**config.mk**
```make
export PLATFORM = sky130hd
export DESIGN_NAME = mem_access_stage
export DESIGN_NICKNAME = d
export VERILOG_FILES = /design/src/rtl/mem_access_stage.sv
export SDC_FILE = /design/constraint.sdc
export NUM_CORES = 1
export LEC_CHECK = 0
export ABC_CLOCK_PERIOD_IN_PS = 1300
export CAP_MARGIN = 20
export CELL_PAD_IN_SITES_DETAIL_PLACEMENT = 2
export CELL_PAD_IN_SITES_GLOBAL_PLACEMENT = 2
export CORE_AREA = 2 2 232 234
export CTS_BUF_LIST = sky130_fd_sc_hd__clkbuf_8 sky130_fd_sc_hd__clkbuf_16
export CTS_CLUSTER_DIAMETER = 30
export CTS_CLUSTER_SIZE = 8
export DETAILED_ROUTE_END_ITERATION = 12
export DIE_AREA = 0 0 234 236
export GPL_TIMING_DRIVEN = 0
export PLACE_DENSITY = 0.73
export SLEW_MARGIN = 20
export SYNTH_ARGS = -nofsm -noshare
export SYNTH_HDL_FRONTEND = slang
export SYNTH_SLANG_ARGS = --single-unit
```
**constraint.sdc**
```tcl
create_clock -name clk -period 1.3 [get_ports clk]
set_input_delay 0.195 -clock clk [delete_from_list [all_inputs] [get_ports clk]]
set_output_delay 0.195 -clock clk [all_outputs]
set_load 0.02 [all_outputs]
```
**src/rtl/mem_access_stage.sv**
```systemverilog
// rtl/mem_access_stage.sv - MEM stage: data-memory req/ready access, branch resolve, MEM/WB register
// Optional feature macro: MEM_TIMEOUT_EN (abort ACCESS after TIMEOUT_CYC cycles, raise sticky mem_err)
module mem_access_stage #(
   parameter int DATA_W      = 64,
   parameter int TIMEOUT_CYC = 16
) (
   input  logic              clk,
   input  logic              reset_n,
   input  logic [4:0]        EX_MEM_rd,
   input  logic [DATA_W-1:0] EX_MEM_readData2,
   input  logic [DATA_W-1:0] EX_MEM_ALU_result,
   input  logic              EX_MEM_zero,
   input  logic [DATA_W-1:0] EX_MEM_pcOut,
   input  logic              EX_MEM_Branch,
   input  logic              EX_MEM_MemRead,
   input  logic              EX_MEM_MemWrite,
   input  logic              EX_MEM_regWrite,
   input  logic              EX_MEM_MemtoReg,
   output logic              dmem_req,
   output logic              dmem_we,
   output logic [DATA_W-1:0] dmem_addr,
   output logic [DATA_W-1:0] dmem_wdata,
   input  logic [DATA_W-1:0] dmem_rdata,
   input  logic              dmem_ready,
   output logic              mem_stall,
   output logic              pc_src,
   output logic [DATA_W-1:0] branch_target,
   output logic [4:0]        MEM_WB_rd,
   output logic [DATA_W-1:0] MEM_WB_ALU_result,
   output logic [DATA_W-1:0] MEM_WB_readData,
   output logic              MEM_WB_regWrite,
   output logic              MEM_WB_MemtoReg,
   output logic              mem_err
);

   typedef enum logic [1:0] {
      S_IDLE   = 2'd0,
      S_ACCESS = 2'd1,
      S_DONE   = 2'd2
   } state_t;

   state_t            state_q, state_d;
   logic              mem_op;
   logic              timeout_hit;

   logic [DATA_W-1:0] rdata_q, rdata_d;
   logic [4:0]        wb_rd_q, wb_rd_d;
   logic [DATA_W-1:0] wb_alu_q, wb_alu_d;
   logic [DATA_W-1:0] wb_rdata_q, wb_rdata_d;
   logic              wb_rw_q, wb_rw_d;
   logic              wb_m2r_q, wb_m2r_d;

   assign mem_op = EX_MEM_MemRead | EX_MEM_MemWrite;

`ifdef MEM_TIMEOUT_EN
   localparam int CNT_W = (TIMEOUT_CYC > 1) ? $clog2(TIMEOUT_CYC) : 1;
   localparam logic [CNT_W-1:0] CNT_LAST = CNT_W'(TIMEOUT_CYC - 1);

   logic [CNT_W-1:0] cnt_q, cnt_d;
   logic             mem_err_q, mem_err_d;

   // ACCESS-cycle counter: zero outside ACCESS so each access starts counting from its first cycle
   always_comb begin
      cnt_d       = '0;
      timeout_hit = 1'b0;
      if (state_q == S_ACCESS) begin
         cnt_d       = cnt_q + 1'b1;
         timeout_hit = ~dmem_ready & (cnt_q == CNT_LAST);
      end
      mem_err_d = mem_err_q | timeout_hit;
   end

   // Timeout counter and sticky error flag registers
   always_ff @(posedge clk or negedge reset_n) begin
      if (!reset_n) begin
         cnt_q     <= '0;
         mem_err_q <= 1'b0;
      end else begin
         cnt_q     <= cnt_d;
         mem_err_q <= mem_err_d;
      end
   end

   assign mem_err = mem_err_q;
`else
   assign timeout_hit = 1'b0;
   assign mem_err     = 1'b0;
`endif

   // FSM state register
   always_ff @(posedge clk or negedge reset_n) begin
      if (!reset_n) begin
         state_q <= S_IDLE;
      end else begin
         state_q <= state_d;
      end
   end

   // FSM next state: one IDLE cycle before every access, DONE always returns to IDLE
   always_comb begin
      state_d = state_q;
      case (state_q)
         S_IDLE:   if (mem_op) state_d = S_ACCESS;
         S_ACCESS: if (dmem_ready || timeout_hit) state_d = S_DONE;
         S_DONE:   state_d = S_IDLE;
         default:  state_d = S_IDLE;
      endcase
   end

   // FSM outputs: request is a pure state decode, stall covers the IDLE-with-op and ACCESS cycles
   always_comb begin
      dmem_req   = (state_q == S_ACCESS);
      dmem_we    = (state_q == S_ACCESS) & EX_MEM_MemWrite;
      dmem_addr  = EX_MEM_ALU_result;
      dmem_wdata = EX_MEM_readData2;
      mem_stall  = (state_q == S_ACCESS) | ((state_q == S_IDLE) & mem_op);
   end

   // Branch resolution is suppressed while the stage is holding upstream
   assign pc_src        = EX_MEM_Branch & EX_MEM_zero & ~mem_stall;
   assign branch_target = EX_MEM_pcOut;

   // Read-data capture: a write (including read+write) or a timeout captures zero
   always_comb begin
      rdata_d = rdata_q;
      if (state_q == S_ACCESS) begin
         if (dmem_ready) begin
            rdata_d = EX_MEM_MemWrite ? '0 : dmem_rdata;
         end else if (timeout_hit) begin
            rdata_d = '0;
         end
      end
   end

   // MEM/WB next value: pass-through for non-memory ops, completion in DONE, bubble otherwise
   always_comb begin
      wb_rd_d    = wb_rd_q;
      wb_alu_d   = wb_alu_q;
      wb_rdata_d = wb_rdata_q;
      wb_rw_d    = wb_rw_q;
      wb_m2r_d   = wb_m2r_q;
      if ((state_q == S_IDLE) && !mem_op) begin
         wb_rd_d    = EX_MEM_rd;
         wb_alu_d   = EX_MEM_ALU_result;
         wb_rdata_d = '0;
         wb_rw_d    = EX_MEM_regWrite;
         wb_m2r_d   = EX_MEM_MemtoReg;
      end else if (state_q == S_DONE) begin
         wb_rd_d    = EX_MEM_rd;
         wb_alu_d   = EX_MEM_ALU_result;
         wb_rdata_d = rdata_q;
         wb_rw_d    = EX_MEM_regWrite;
         wb_m2r_d   = EX_MEM_MemtoReg;
      end else begin
         wb_rd_d  = 5'd0;
         wb_rw_d  = 1'b0;
         wb_m2r_d = 1'b0;
      end
   end

   // Read-data capture and MEM/WB pipeline registers
   always_ff @(posedge clk or negedge reset_n) begin
      if (!reset_n) begin
         rdata_q    <= '0;
         wb_rd_q    <= 5'd0;
         wb_alu_q   <= '0;
         wb_rdata_q <= '0;
         wb_rw_q    <= 1'b0;
         wb_m2r_q   <= 1'b0;
      end else begin
         rdata_q    <= rdata_d;
         wb_rd_q    <= wb_rd_d;
         wb_alu_q   <= wb_alu_d;
         wb_rdata_q <= wb_rdata_d;
         wb_rw_q    <= wb_rw_d;
         wb_m2r_q   <= wb_m2r_d;
      end
   end

   assign MEM_WB_rd         = wb_rd_q;
   assign MEM_WB_ALU_result = wb_alu_q;
   assign MEM_WB_readData   = wb_rdata_q;
   assign MEM_WB_regWrite   = wb_rw_q;
   assign MEM_WB_MemtoReg   = wb_m2r_q;

endmodule

```
==> impl_metrics.tcl <==
set metrics [dict create \
    gr-usage-all-layers_pct 15.1 \
    timing.fmax_ghz 0.573 \
    grt_overflow 0 \
    rows 85 \
    max_slew.worst_pin.slew_ns 0.564 \
    rsz0062_at_grt "true" \
    crit_family "buffers and inverters" \
    min_period_over_period_pct 134 \
    slew_headroom_pct 62.4 \
    drt-initial-drc-count 141 \
    die_outline_area_sq_um 55200 \
    initial_utilization_pct 17.7 \
    via_count_of_the_first_global_routing_pass 9922 \
    synth-edff-count 0 \
    endpoint_kind "flop" \
    clk_pin_slew_ns 0.04 \
    required_ns 1.73 \
    min_period_ns 1.75 \
    clk_skew_ns 0.0142 \
    critPathBufInv 5 \
    asyncSetResetFlopFracSynth_pct 100 \
    power.leakage_uw 0.00924 \
    hold_path_class "input port to flop" \
    worst-setup-path-type "flop to flop" \
    final-max-slew-violation-count 0 \
    timing.critical_path.cells "buf_4, buf_4, nor2b_4, buf_12, buf_12, clkbuf_16, mux2_4" \
    post_synth.cell_area_avg_sq_um 12.1 \
    postSynthNetCount 1048 \
    run_status "complete, but fails checks" \
    antenna_found_initial 5 \
    pre_cts_ws_ns -1.42 \
    avgViaCountPerCell 3.87 \
    final.setup.worst_slack_ns -0.446 \
    firstDrtPassIters 4 \
    post_synth_instance_area_sq_um 9390 \
    ir_worst_vdd_mv 0.830 \
    critPathSlowestCell "dfrtp_2" \
    postSynth.topFlopCell "dfrtp_1" \
    n_fill_cell 5418 \
    area_delta_synth_final_pct 108 \
    root_buffer "clkbuf_16" \
    multi_input_comb_area_sq_um 3160 \
    chipWidth_microns 234 \
    yosysTopAreaCell "dfrtp_1" \
    timing.critical_path.slowest_cell_delay_ns 0.45 \
    cts.sinks 201 \
    core_area_sq_um 53100 \
    drt-total-wl_microns 43600 \
    drt_drc_violations_left 0 \
    vertical_die_dimension_microns 236 \
    yosys_register_bits 201 \
    syn_inst 778 \
    ys.warnings.count 0 \
    critical_path.startpoint_type "flop" \
    fraction_of_final_layout_cells_sized_beyond_drive_strength_1_pct 55.0 \
    cp_max_fo 8 \
    ctsLongestPathBuffers 3 \
    grt_first_pass_wirelength_microns 62600 \
    ant_nets 0 \
    sequential_to_total_area_share_from_yosys_stat_pct 53.6 \
    io_pins 602 \
    yosysTopAreaCellShare_pct 53.6 \
    regArea_sq_um 5030 \
    post_drt_wl_per_cell_microns 20.0 \
    max_cap_viol_count 0 \
    worstPathArrival_ns 2.18 \
    io_buffer_count 472 \
    timing.final.setup_violations 219 \
    final_nets 1710 \
    postLayoutCoreUtil_pct 36.9 \
    place_hpwl_microns 28100 \
    timing.final.hold_violations 0 \
    synthTopCellsByArea "dfrtp_1 54%, buf_4 15%, mux2_4 10%, a22o_1 6.0%, nand2b_1 4.3%" \
    violations "negative setup slack" \
    tritoncts_clock_tree "yes" \
    setup-tns-final_ns -44.68 \
    htreeDepth 3 \
    synth_cell_types 26 \
    gp_congestion 0.707 \
    pin_count_of_the_biggest_net_entering_global_routing 91 \
    dr_total_vias 8464 \
    power.density_nw_per_um2 2180 \
    insertion_delay_ns 0.56 \
    numCtsBuffers 66 \
]
[cells by family after synthesis]
logic type	count (synthesis)	share of synthesized area, %
buffers and inverters	237	18.7
flip-flops	201	53.6
AND/OR/NAND/NOR	145	7.97
AO/OA/AOI/OAI	130	9.54
multiplexers	64	10.2
other	1	0.0399
[cell type report]
class / count / area share [%]
well taps: 696 / 4.45
multi-input cells: 340 / 16.1
clock inverters: 34 / 1.10
diodes: 3 / 0.0384
flip-flops and latches: 201 / 25.7
inverters: 1 / 0.0192
plain buffers: 233 / 10.5
clock buffers: 80 / 9.54
repair buffers: 597 / 32.5
[sequential cells by signal, indices dropped and copies added, names as in the netlist]
name	flops
MEM_WB_ALU_result	64
MEM_WB_regWrite	1
MEM_WB_rd	5
state_q	2
rdata_q	64
MEM_WB_MemtoReg	1
MEM_WB_readData	64
[per-layer routing]
metal / vias to the layer above / share of wire [%] / track usage, %
li1: 3778 / - / -
met4: 2 / 3.1 / 6.96
met2: 374 / 55 / 28.0
met3: 76 / 6.7 / 4.16
met1: 4234 / 35 / 15.5
met5: - / 0.025 / 0
[synthesized netlist by cell type, types with 2 or more instances]
master / instances
a22o_1: 64
and2_1: 8
buf_1: 2
buf_12: 6
buf_2: 13
buf_4: 193
buf_6: 2
clkbuf_1: 19
dfrtp_1: 201
mux2_4: 63
nand2_1: 65
nand2b_1: 65
nor2_1: 2
o21ai_0: 55
o21ai_1: 9
[metrics by stage]
step / hold slack, ns / cells / area [sq um] / power [uW]
floorplan: -0.101 / 778 / 9390 / 16700
global placement: 0.462 / 1946 / 15000 / 22800
detailed placement: 0.0836 / 1948 / 15000 / 23200
CTS: 0.0500 / 2165 / 18900 / 41800
global route: 0.0702 / 2185 / 19600 / 44800
finish: 0.0873 / 2185 / 19600 / 42700
[what timing repair did]
item	4_1_cts	5_1_grt
endpoints found under the setup margin	401	362
hold buffers	1	0
endpoints found under the hold margin	201	0
buffers inserted	90	15
gates cloned	12	7
gates resized for setup	1233	152
pin swaps	55	36
[power by group]
group	switching (uW)	internal [uW]	total, uW
Combinational	7310	9880	17200
Clock	4460	10200	14600
Sequential	2140	8750	10900
Total	13900	28800	42700
[layout by cell type (no fill, tap or decap), drive strengths merged]
cell type	n
conb	1
clkinv	14
dfrtp	201
dlygate4sd3	1
nand2	65
clkdlybuf4s50	259
clkdlybuf4s15	63
and2b	1
mux2	64
inv	20
nor2b	2
buf	477
bufinv	1
diode	3
and2	8
a22o	64
o21bai	1
nand3b	1
a211oi	1
nor3	1
nor2	2
dlygate4sd2	10
nand2b	65
clkbuf	100
o21ai	64
[final timing paths]
path,from,end,slack [ns],cells past startpoint
setup / recovery,state_q[0],MEM_WB_ALU_result[45],-0.45,7
hold / removal,EX_MEM_ALU_result[62],MEM_WB_ALU_result[62],0.09,2
setup reg to reg,state_q[0],MEM_WB_ALU_result[45],-0.45,7
hold reg to reg,rdata_q[9],rdata_q[9],0.48,2
max in group asynchronous,reset_n,rdata_q[4],0.38,3
min in group asynchronous,reset_n,MEM_WB_ALU_result[55],0.11,2
Note: power is estimated with default switching activity, not from simulation.
==> edit, RTL diff (same settings) <==
The 3 states of `state_t` get a one-hot encoding in 3 bits.
--- a/src/rtl/mem_access_stage.sv
+++ b/src/rtl/mem_access_stage.sv
@@ -35,6 +35,6 @@
 
-   typedef enum logic [1:0] {
-      S_IDLE   = 2'd0,
-      S_ACCESS = 2'd1,
-      S_DONE   = 2'd2
+   typedef enum logic [2:0] {
+      S_IDLE   = 3'b001,
+      S_ACCESS = 3'b010,
+      S_DONE   = 3'b100
    } state_t;
Formal check against the unedited RTL: no difference found for any inputs over 4 cycles, from zero or initial values and one cycle with reset_n low; so few cycles prove little.
==> edit against the original RTL <==
The run still ends with negative setup slack left; sequential share of layout area up 1.3 points; die area unchanged; sequential cell count grew 1; total power down 2.3%; synthesized area fell by 0.28%; setup slack lost 0.20 ns; design area is 4.3% lower; clock power increased by 7%; wire length is 0.31% higher; critical path type is now flip-flop to primary output; largest cell class unchanged.
==> edit: results (changes against the original RTL) <==
outcome: "complete, but fails checks"
violations: "negative setup slack"
fin_skew_ns: 0.01920  # +0.004996 ns
grt_antenna_before_repair: 3  # -2
wl_um: 43740  # +0.31%
fin_ws_ns: -0.6415  # -0.1951 ns
synth_area_leaders: "dfrtp_1 (54%), buf_4 (16%), nand2_1 (7.8%)"
dp_hpwl_um: 30590  # +9.0%
met3WireLength_um: 3558  # +21%
grt_pass1_wl_um: 60070  # -4.1%
max-slew-margin-rel: 0.6522  # +0.02845
switching_share: 0.3221  # -0.003471
avgSynthCellArea_um2: 10.18  # -16%
gr-usage-all-layers: 0.1430  # -0.008212
clock_power_share: 0.375  # +0.032
grt_max_degree: 77  # -15%
wl_met1_um: 16270  # +5.4%
drive_gt1_frac: 0.4236  # -0.1262
setup_viol: 266  # +21%
pwr.group.clock_w: 0.0156  # +7%
critPathSlowestCell: "dfstp_2"
drt-initial-drc-count: 219  # +55%
nNetsFinal: 1815  # +6.1%
gr-usage-met2: 0.2565  # -0.02387
crit_family: "flip-flops"
post_cts_resized: 156  # -87%
==> edit: cell count changes after synthesis, moves of 7 or more <==
cell | unedited run | this run
nand2_1 | 65 | 194
a21oi_1 | 0 | 65
a22o_1 | 64 | 0
mux2_4 | 63 | 0
mux2_2 | 1 | 44
mux2_1 | 0 | 20
clkbuf_1 | 19 | 30
o21ai_0 | 55 | 65
buf_2 | 13 | 4
o21ai_1 | 9 | 0
buf_1 | 2 | 9
==> edit: worst paths after layout <==
kind | startpoint | endpoint | slack, ns
min in group asynchronous | reset_n | MEM_WB_rd[4]$_DFF_PN0_ | 0.16
worst max register to register | state_q[0]$_DFFE_PN1P_ | MEM_WB_ALU_result[48]$_DFFE_PN0P_ | -0.64
worst max-delay path | state_q[0]$_DFFE_PN1P_ | dmem_we | -0.64
max in group asynchronous | reset_n | state_q[0]$_DFFE_PN1P_ | 0.33
worst min-delay path | EX_MEM_ALU_result[45] | MEM_WB_ALU_result[45]$_DFFE_PN0P_ | 0.07
worst min register to register | rdata_q[10]$_DFFE_PN0P_ | rdata_q[10]$_DFFE_PN0P_ | 0.48
==> edit: final cells by class <==
cell class	count	area, µm²
Fill cell	5641	34350
Timing Repair Buffer	559	5693
Sequential cell	202	5057
Multi-Input combinational cell	474	2932
Buffer	240	1919
Clock buffer	79	1831
Tap cell	696	870.8
Clock inverter	40	402.9
Inverter	2	7.507
Antenna cell	1	2.502
==> edit: kinds of logic after synthesis <==
| family | synth area share |
|---|---|
| other | 0.0004005 |
| buffers and inverters | 0.1781 |
| AO/OA/AOI/OAI | 0.07123 |
| multiplexers | 0.07698 |
| flip-flops | 0.5400 |
| AND/OR/NAND/NOR | 0.1332 |
